$ cat src/rtl/io_led_sequencer.sv
// LED / differential-output pattern sequencer: a prescaled FSM drives the OBUF
// and OBUFTDS I/T pins with a binary-count, walking-one, blink or hold pattern.
//
// state    | meaning
// ---------+---------------------------------------------------------------
// ST_IDLE  | outputs quiet, prescaler and pattern cleared, waiting for en
// ST_ARM   | prescaler running, pair still high-Z; first tick loads pattern
// ST_RUN   | pattern advances on every tick, differential pair driven
module io_led_sequencer #(
  parameter int LOG2DELAY = 25,
  parameter int WIDTH     = 4
) (
  input  logic             clk,
  input  logic             rst,
  input  logic             en,
  input  logic [1:0]       mode,
  output logic [WIDTH-1:0] led,
  output logic             diff_i,
  output logic             diff_t,
  output logic             tick
);

  localparam logic [1:0] ST_IDLE = 2'd0;
  localparam logic [1:0] ST_ARM  = 2'd1;
  localparam logic [1:0] ST_RUN  = 2'd2;

  localparam logic [LOG2DELAY-1:0] PRESC_MAX = '1;
  localparam logic [WIDTH-1:0]     PAT_ONES  = '1;
  localparam logic [WIDTH-1:0]     PAT_ONE   = {{(WIDTH-1){1'b0}}, 1'b1};

  logic [1:0]           state_q, state_d;
  logic [LOG2DELAY-1:0] presc_q, presc_d;
  logic [WIDTH-1:0]     pat_q, pat_d;
  logic [1:0]           mode_q, mode_d;
  logic [WIDTH-1:0]     led_q, led_d;
  logic                 diff_i_q, diff_i_d;
  logic                 diff_t_q, diff_t_d;
  logic                 tick_q, tick_d;

  function automatic logic [WIDTH-1:0] pat_init(input logic [1:0] m);
    case (m)
      2'd1:    pat_init = PAT_ONE;
      2'd2:    pat_init = PAT_ONES;
      default: pat_init = '0;
    endcase
  endfunction

  function automatic logic [WIDTH-1:0] pat_next(input logic [WIDTH-1:0] p,
                                                input logic [1:0]       m);
    logic one_hot;
    one_hot = (p != '0) && ((p & (p - 1'b1)) == '0);
    case (m)
      2'd0:    pat_next = p + 1'b1;
      2'd1:    pat_next = one_hot ? {p[WIDTH-2:0], p[WIDTH-1]} : PAT_ONE;
      2'd2:    pat_next = ((p == '0) || (p == PAT_ONES)) ? ~p : PAT_ONES;
      default: pat_next = p;
    endcase
  endfunction

  // tick_q is asserted exactly while presc_q == PRESC_MAX outside IDLE,
  // so it doubles as the internal tick condition.
  always_comb begin
    state_d = state_q;
    presc_d = presc_q;
    pat_d   = pat_q;
    mode_d  = mode_q;
    case (state_q)
      ST_IDLE: begin
        presc_d = '0;
        pat_d   = '0;
        if (en) state_d = ST_ARM;
      end
      ST_ARM, ST_RUN: begin
        if (!en) begin
          state_d = ST_IDLE;
          presc_d = '0;
          pat_d   = '0;
        end else begin
          presc_d = presc_q + 1'b1;
          if (tick_q) begin
            mode_d  = mode;
            state_d = ST_RUN;
            pat_d   = (state_q == ST_ARM) ? pat_init(mode_d) : pat_next(pat_q, mode_d);
          end
        end
      end
      default: begin
        state_d = ST_IDLE;
        presc_d = '0;
        pat_d   = '0;
      end
    endcase

    tick_d   = (state_d != ST_IDLE) && (presc_d == PRESC_MAX);
    led_d    = (state_d == ST_RUN) ? pat_d : '0;
    diff_i_d = led_d[0];
    diff_t_d = (state_d != ST_RUN);
  end

  always_ff @(posedge clk) begin
    if (rst) begin
      state_q  <= ST_IDLE;
      presc_q  <= '0;
      pat_q    <= '0;
      mode_q   <= 2'd0;
      led_q    <= '0;
      diff_i_q <= 1'b0;
      diff_t_q <= 1'b1;
      tick_q   <= 1'b0;
    end else begin
      state_q  <= state_d;
      presc_q  <= presc_d;
      pat_q    <= pat_d;
      mode_q   <= mode_d;
      led_q    <= led_d;
      diff_i_q <= diff_i_d;
      diff_t_q <= diff_t_d;
      tick_q   <= tick_d;
    end
  end

  assign led    = led_q;
  assign diff_i = diff_i_q;
  assign diff_t = diff_t_q;
  assign tick   = tick_q;

endmodule

$ cat config.mk
export PLATFORM = sky130hd
export DESIGN_NAME = io_led_sequencer
export DESIGN_NICKNAME = d
export VERILOG_FILES = /design/src/rtl/io_led_sequencer.sv
export SDC_FILE = /design/constraint.sdc
export NUM_CORES = 1
export LEC_CHECK = 0
export ABC_AREA = 1
export CORE_ASPECT_RATIO = 0.9
export CORE_MARGIN = 2
export CORE_UTILIZATION = 45
export CTS_CLUSTER_SIZE = 16
export DETAILED_ROUTE_END_ITERATION = 10
export GPL_ROUTABILITY_DRIVEN = 0
export PLACE_DENSITY = 0.65
export SYNTH_ARGS = -nofsm -noshare
export SYNTH_HDL_FRONTEND = slang
export SYNTH_SLANG_ARGS = --single-unit
$ cat constraint.sdc
create_clock -name clk -period 1.69 [get_ports clk]
set_input_delay 0.169 -clock clk [delete_from_list [all_inputs] [get_ports clk]]
set_output_delay 0.169 -clock clk [all_outputs]
set_load 0.05 [all_outputs]
### Word level (Yosys, flattened, before mapping)

Index checks and enable logic that the tools add are counted.

* latch bits: 0
* memories kept: 0
* word-level logic and storage cells: 46
* memory bits (read-only): 0
* bits in registers: 37
* RAM bits: 0

* divide/modulo/power cells: 0
* shift operators: 0
* add/subtract/negate cells: 3
* bitwise operators: 3
* equal/unequal tests: 8
* multiplexer cells: 14
* reduce and logical (&&, ||, !) cells: 11
* order comparisons: 0
* multiply operators: 0

Operators by type and width (count)
* $mux W25: 2
* $add A25 B1 Y25 const B: 1
* $eq A25 B25 Y1 const B: 1
* $mux W4: 6
* $pmux W4 S3: 1
* $logic_not A4 Y1: 2
* $pmux W4 S2: 1
* $eq A2 B2 Y1 const B: 3
* $mux W2: 3
* $add A4 B1 Y4 const B: 1
* $and A4 B4 Y4: 1
* $eq A2 B1 Y1 const B: 2
* $eq A4 B4 Y1 const B: 1
* $logic_not A2 Y1: 2
* $not A4 Y4: 1
* $pmux W2 S2: 1
* $reduce_bool A4 Y1: 1
* $reduce_or A2 Y1: 2
* $sub A4 B1 Y4 const B: 1
* $logic_and A1 B1 Y1: 2
* $ne A2 B2 Y1 const B: 1
* $reduce_bool A2 Y1: 1
* $logic_or A1 B1 Y1: 1
* $not A1 Y1: 1

### Longest topological paths before layout

* depth after elaboration: 10
* mapped depth: 14
* gate-level depth less buffers: 14

### Least setup slack after synthesis

OpenSTA, ideal clock, no wires.

* kind: reg2reg
* start: register state_q[0]
* end: register tick_q, in the netlist tick
* path slack: 0.008 ns
* cell stages (with the launch flop): 14
* arrival time: 1.620 ns
* library setup time: 0.062 ns
* path through: dfxtp_1 > inv_1 > ha_1 > nand2_2 > inv_2 > buf_8 > nand3_1 > nor2_1 > nand2_1 > nor2_1 > nand3_1 > nor2_2 > nand3_1 > nor2_2

* longest elaborated chain between the ends: 5
* elaborated cells on any way between the ends: 12
* those cells by class: eq/ne: 3; mux: 5; reduce/logical: 4

RTL lines
* from (decl): RTL line 31 `logic [1:0] state_q, state_d;`
* from (signal assigned): RTL line 111 `state_q <= state_d;`
* $eq A2 B1 Y1 (tied with other cells)
* $reduce_or A2 Y1 or $mux W2 (tied branches)
* $mux W25 or $pmux W2 S2 (tied branches): RTL line 67 `case (state_q)`
* $eq A25 B25 Y1 or $reduce_bool A2 Y1 (tied branches): RTL line 94 `tick_d = (state_d != ST_IDLE) && (presc_d == PRESC_MAX);`
* $logic_and A1 B1 Y1 (*): RTL line 94
* to (signal assigned): RTL line 118 `tick_q <= tick_d;`
* to (decl): RTL line 38 `logic tick_q, tick_d;`

Mark *: on every way between the ends. The rest lies on a longest branch, timed or not.
A chain may end at the register's enable or synchronous reset.

### Worst setup path after layout

Ends and elaborated chain as after synthesis.

==> flow_results.org <==
** Logic synthesis
- Averaged over all synthesized cells, the footprint is 6.41 sq um.
- Cells after Synth :: 364
- Counting every net in the synthesized netlist gives 379.
- By area the synthesized netlist is led by dfxtp_1 32%, nand2_1 15%, nor2_1 11%, nand3_1 7.3%, inv_1 7.1%.
- Sequential elements use 31.7% of the synthesized area.
- Area fraction of the dominant cell type after synthesis :: 31.7%
- In this run, synthesis produced a sequential element count of 37.
- Cell area after synthesis :: 2330 sq um
- Number of synthesis warnings :: 0
- After synthesis, the netlist uses 31 different library cells.
- Most area-hungry cell type in the Yosys netlist :: dfxtp_1

** Drt
- Initial drt markers :: 119
- Total via count in the routed design :: 2351
- Number of DRC violations after detailed routing :: 0
- In the final routed layout, each cell accounts on average for 11.8 microns.
- Final wirelength :: 5670 microns
- The pre-antenna-repair detailed-routing pass consisted of 4 iterations.
- Post-route antenna net violation count :: 0
- Vias per std cell :: 4.88

** Power
- Sequential cells account for 44.5% of the total power.
- Switching power :: 0.430 mW
- Net switching is 21.8% of the power.
- Across the VDD grid, the largest voltage drop is 481 uV.
- The analysis attributes to cell leakage a power of 1.26 nW.
- Power Dens Cells :: 653 nW/um^2
- Internal power of the cells :: 1.54 mW
- Per report_power, the combinational group accounts for 8.3% of the total.
- Summing internal, switching and leakage power gives 1.97 mW.
- Power share of the clock group :: 47.1%

** Worst setup path
- Data on the critical path arrives at its endpoint at 2.00 ns.
- STA classifies the critical path endpoint as a register.
- CP required :: 1.93 ns
- CP Max Fanout :: 5
- The critical path is of the reg -> reg type.
- STA classifies the critical path startpoint as a register.

** Die
- For this design the top-level I/O count stands at 12.
- DIE HEIGHT :: 72.3 microns
- The floorplan step defined a die boundary enclosing 5780 sq um.
- Starting density of the core :: 47.4%
- The region available for standard cell placement spans 4920 sq um.
- FP Rows :: 24
- Chip width :: 79.9 microns

** Final layout
- In the final layout, the multi-input gates occupy 1460 sq um.
- The repair_antennas step left the layout with diodes totalling 0.
- Filler Cells Inserted :: 472
- Layout overhead on the synthesized area :: 29.2%
- With fillers left out, the area of the finished cells amounts to 3020 sq um.
- In the final design database the tool counted 431 nets.
- Cells with a size suffix above 1 make up 24.0% of the layout.
- Summing all flip-flop and latch instances after layout gives 752 sq um.

** Clocking
- CTS tree :: yes
- Clock-pin slew reported for the worst setup and hold paths after clock tree synthesis :: 0.07 ns
- The clock reaches the later pin of the worst-skew pair after 0.30 ns.
- The H-tree was split into 2 levels.
- TritonCTS created 5 clock buffers.
- Hold-fix buffer count after cts :: 0
- In this run the clock root is driven by a clkbuf_8.
- CTS saw 37 sinks.
- In this run the deepest clock path goes through 2 buffers.

** Timing
- Achievable frequency :: 569 MHz
- Slew Limit Fails :: 0
- Max-slew headroom at the worst pin :: 66.7%
- The routed design could run at a clock period as short as 1.76 ns.
- For the final routed database, the setup TNS stands at -0.0672 ns.
- Post-route fraction of the period consumed by the critical path :: 104%
- After layout, the worst setup slack is -0.0672 ns.
- Final hold violations :: 0
- Across the routed clock network, the largest skew measured is 0.00695 ns.
- Setup Viol. Count Final :: 1
- Unrepaired setup endpoints after global routing :: yes
- For the pin with the worst max-slew slack, the measured transition is 0.498 ns.

** Worst hold path
- In this run the worst hold path is classified as reg -> reg.

** GRT
- In the global route stage, overall resource usage came out at 21.6%.
- Remaining global-route overflow :: 0
- The first global-routing pass estimated 9710 microns of wire.
- Number of global-route vias before repair :: 2156
- The initial antenna violation count came to 0.
- Entering global routing, the biggest net connects 26 pins.

** Place
- IO buf count :: 11
- Once placement finished, the instance area stood at 2760 sq um.
- Once detailed placement completed, the half-perimeter wirelength came to 4350 microns.

** Status
- Violated checks :: negative setup slack
- The flow ran to the end, but the final reports show violations.

** Flow run
- Max-Cap Viols :: 0
[stage by stage]
| stage | hold WS [ns] | std cells | setup slack [ns] | util, % |
|---|---|---|---|---|
| 2_1_floorplan | 0.389 | 364 | 0.00775 | - |
| 3_3_place_gp | 0.530 | 472 | -0.149 | 56.1 |
| 3_5_place_dp | 0.538 | 472 | -0.194 | 56.1 |
| 4_1_cts | 0.560 | 480 | -0.0891 | 59.3 |
| 5_1_grt | 0.584 | 482 | -0.161 | 61.2 |
| 6_report | 0.559 | 482 | -0.0672 | 61.2 |
[flip-flops by register name (all words and copies together), names as in the netlist]
| register | count |
|---|---|
| diff_t | 1 |
| led | 4 |
| pat_q | 4 |
| presc_q | 25 |
| state_q | 2 |
| tick | 1 |
[logic make-up (layout without fill, tap and decap cells)]
kind of cell             after synthesis  count (layout)  synth area share, %
adder cells (fa/ha/maj)               10              10                 5.36
AND/OR/NAND/NOR                      240             240                 47.5
AO/OA/AOI/OAI                         25              25                 5.84
XOR/XNOR                               1               1                0.375
flip-flops                            37              37                 31.7
buffers and inverters                 51             104                 9.17
[worst max-delay path, stage by stage (launching register included)]
cell	delay [ns]
dfxtp_2	0.33
inv_1	0.06
ha_4	0.28
nand2_4	0.06
buf_6	0.13
nor3_2	0.13
nand2_1	0.07
nor2_1	0.11
nand2_1	0.06
nor2_1	0.10
nand3_1	0.11
nor2_2	0.09
nand3_1	0.08
nor2_2	0.09
[cell usage after synthesis (all sizes together)]
master	n
clkbuf	3
buf	3
nand2	100
nand4	5
dfxtp	37
o21a	1
o211ai	1
nor3	10
and2	1
nand3	39
o21ai	10
xor2	1
or2	2
a21oi	12
nor2	81
nand3b	2
inv	45
a21boi	1
ha	10
[timing repair]
item / in CTS / in global routing
gates resized for setup: 6 / 26
pin swaps: 1 / 7
buffers inserted: 0 / 2
setup endpoints to repair: 1 / 11
[layout make-up]
| type | instances | share of cell area, % |
|---|---|---|
| multi-input cells | 276 | 48.5 |
| inverters | 45 | 5.68 |
| clock inverters | 3 | 2.16 |
| flip-flops and latches | 37 | 24.9 |
| repair buffers | 51 | 13.8 |
| clock buffers | 5 | 2.28 |
| well taps | 65 | 2.70 |
[power by group through the flow]
stage	Sequential [mW]	Combinational [mW]	Clock, mW
after floorplan	0.898	0.0851	0
after global placement	0.896	0.152	0
after detailed placement	0.896	0.154	0
after CTS	0.876	0.160	0.941
after global routing	0.877	0.183	0.966
final	0.876	0.164	0.928
[placed cells by master (no fill, tap or decap), types with 2 or more instances in the layout]
cell             netlist  layout
nand4_1                5       5
buf_6                  1       2
ha_1                  10       7
clkdlybuf4s50_1        0      10
o21ai_1                1       2
inv_1                 44      42
nor2_2                 8      11
nor2_4                 4       5
nand3_1               34      32
dfxtp_1               37      28
a21oi_1               11      11
nand2_2                5       4
ha_4                   0       2
dfxtp_2                0       9
nand3_2                4       5
nand3_4                1       2
o21ai_0                9       8
nand2_4                1       3
or2_2                  2       2
inv_2                  1       2
nor3_2                 0       2
bufinv_16              0       2
nand2_1               94      93
nand3b_1               2       2
clkbuf_8               0       5
buf_4                  1      39
nor2_1                68      64
nor3_1                10       8
[path summary, 6_finish.rpt]
kind	to	start	slack [ns]	cells past startpoint
max	tick$_SDFF_PP0_	state_q[0]$_SDFF_PP0_	-0.07	13
min	presc_q[0]$_SDFF_PP0_	presc_q[0]$_SDFF_PP0_	0.56	2
max reg2reg	tick$_SDFF_PP0_	state_q[0]$_SDFF_PP0_	-0.07	13
min reg2reg	presc_q[0]$_SDFF_PP0_	presc_q[0]$_SDFF_PP0_	0.56	2
[per-layer routing]
| metal | global-route usage [%] | vias up | part of all wire [%] |
|---|---|---|---|
| li1 | - | 1242 | - |
| met1 | 29.8 | 1044 | 49 |
| met2 | 33.5 | 56 | 44 |
| met3 | 4.10 | 9 | 4.7 |
| met4 | 8.66 | 0 | 1.8 |
| met5 | 0 | - | 0 |
(Power assumes the default switching activity.)
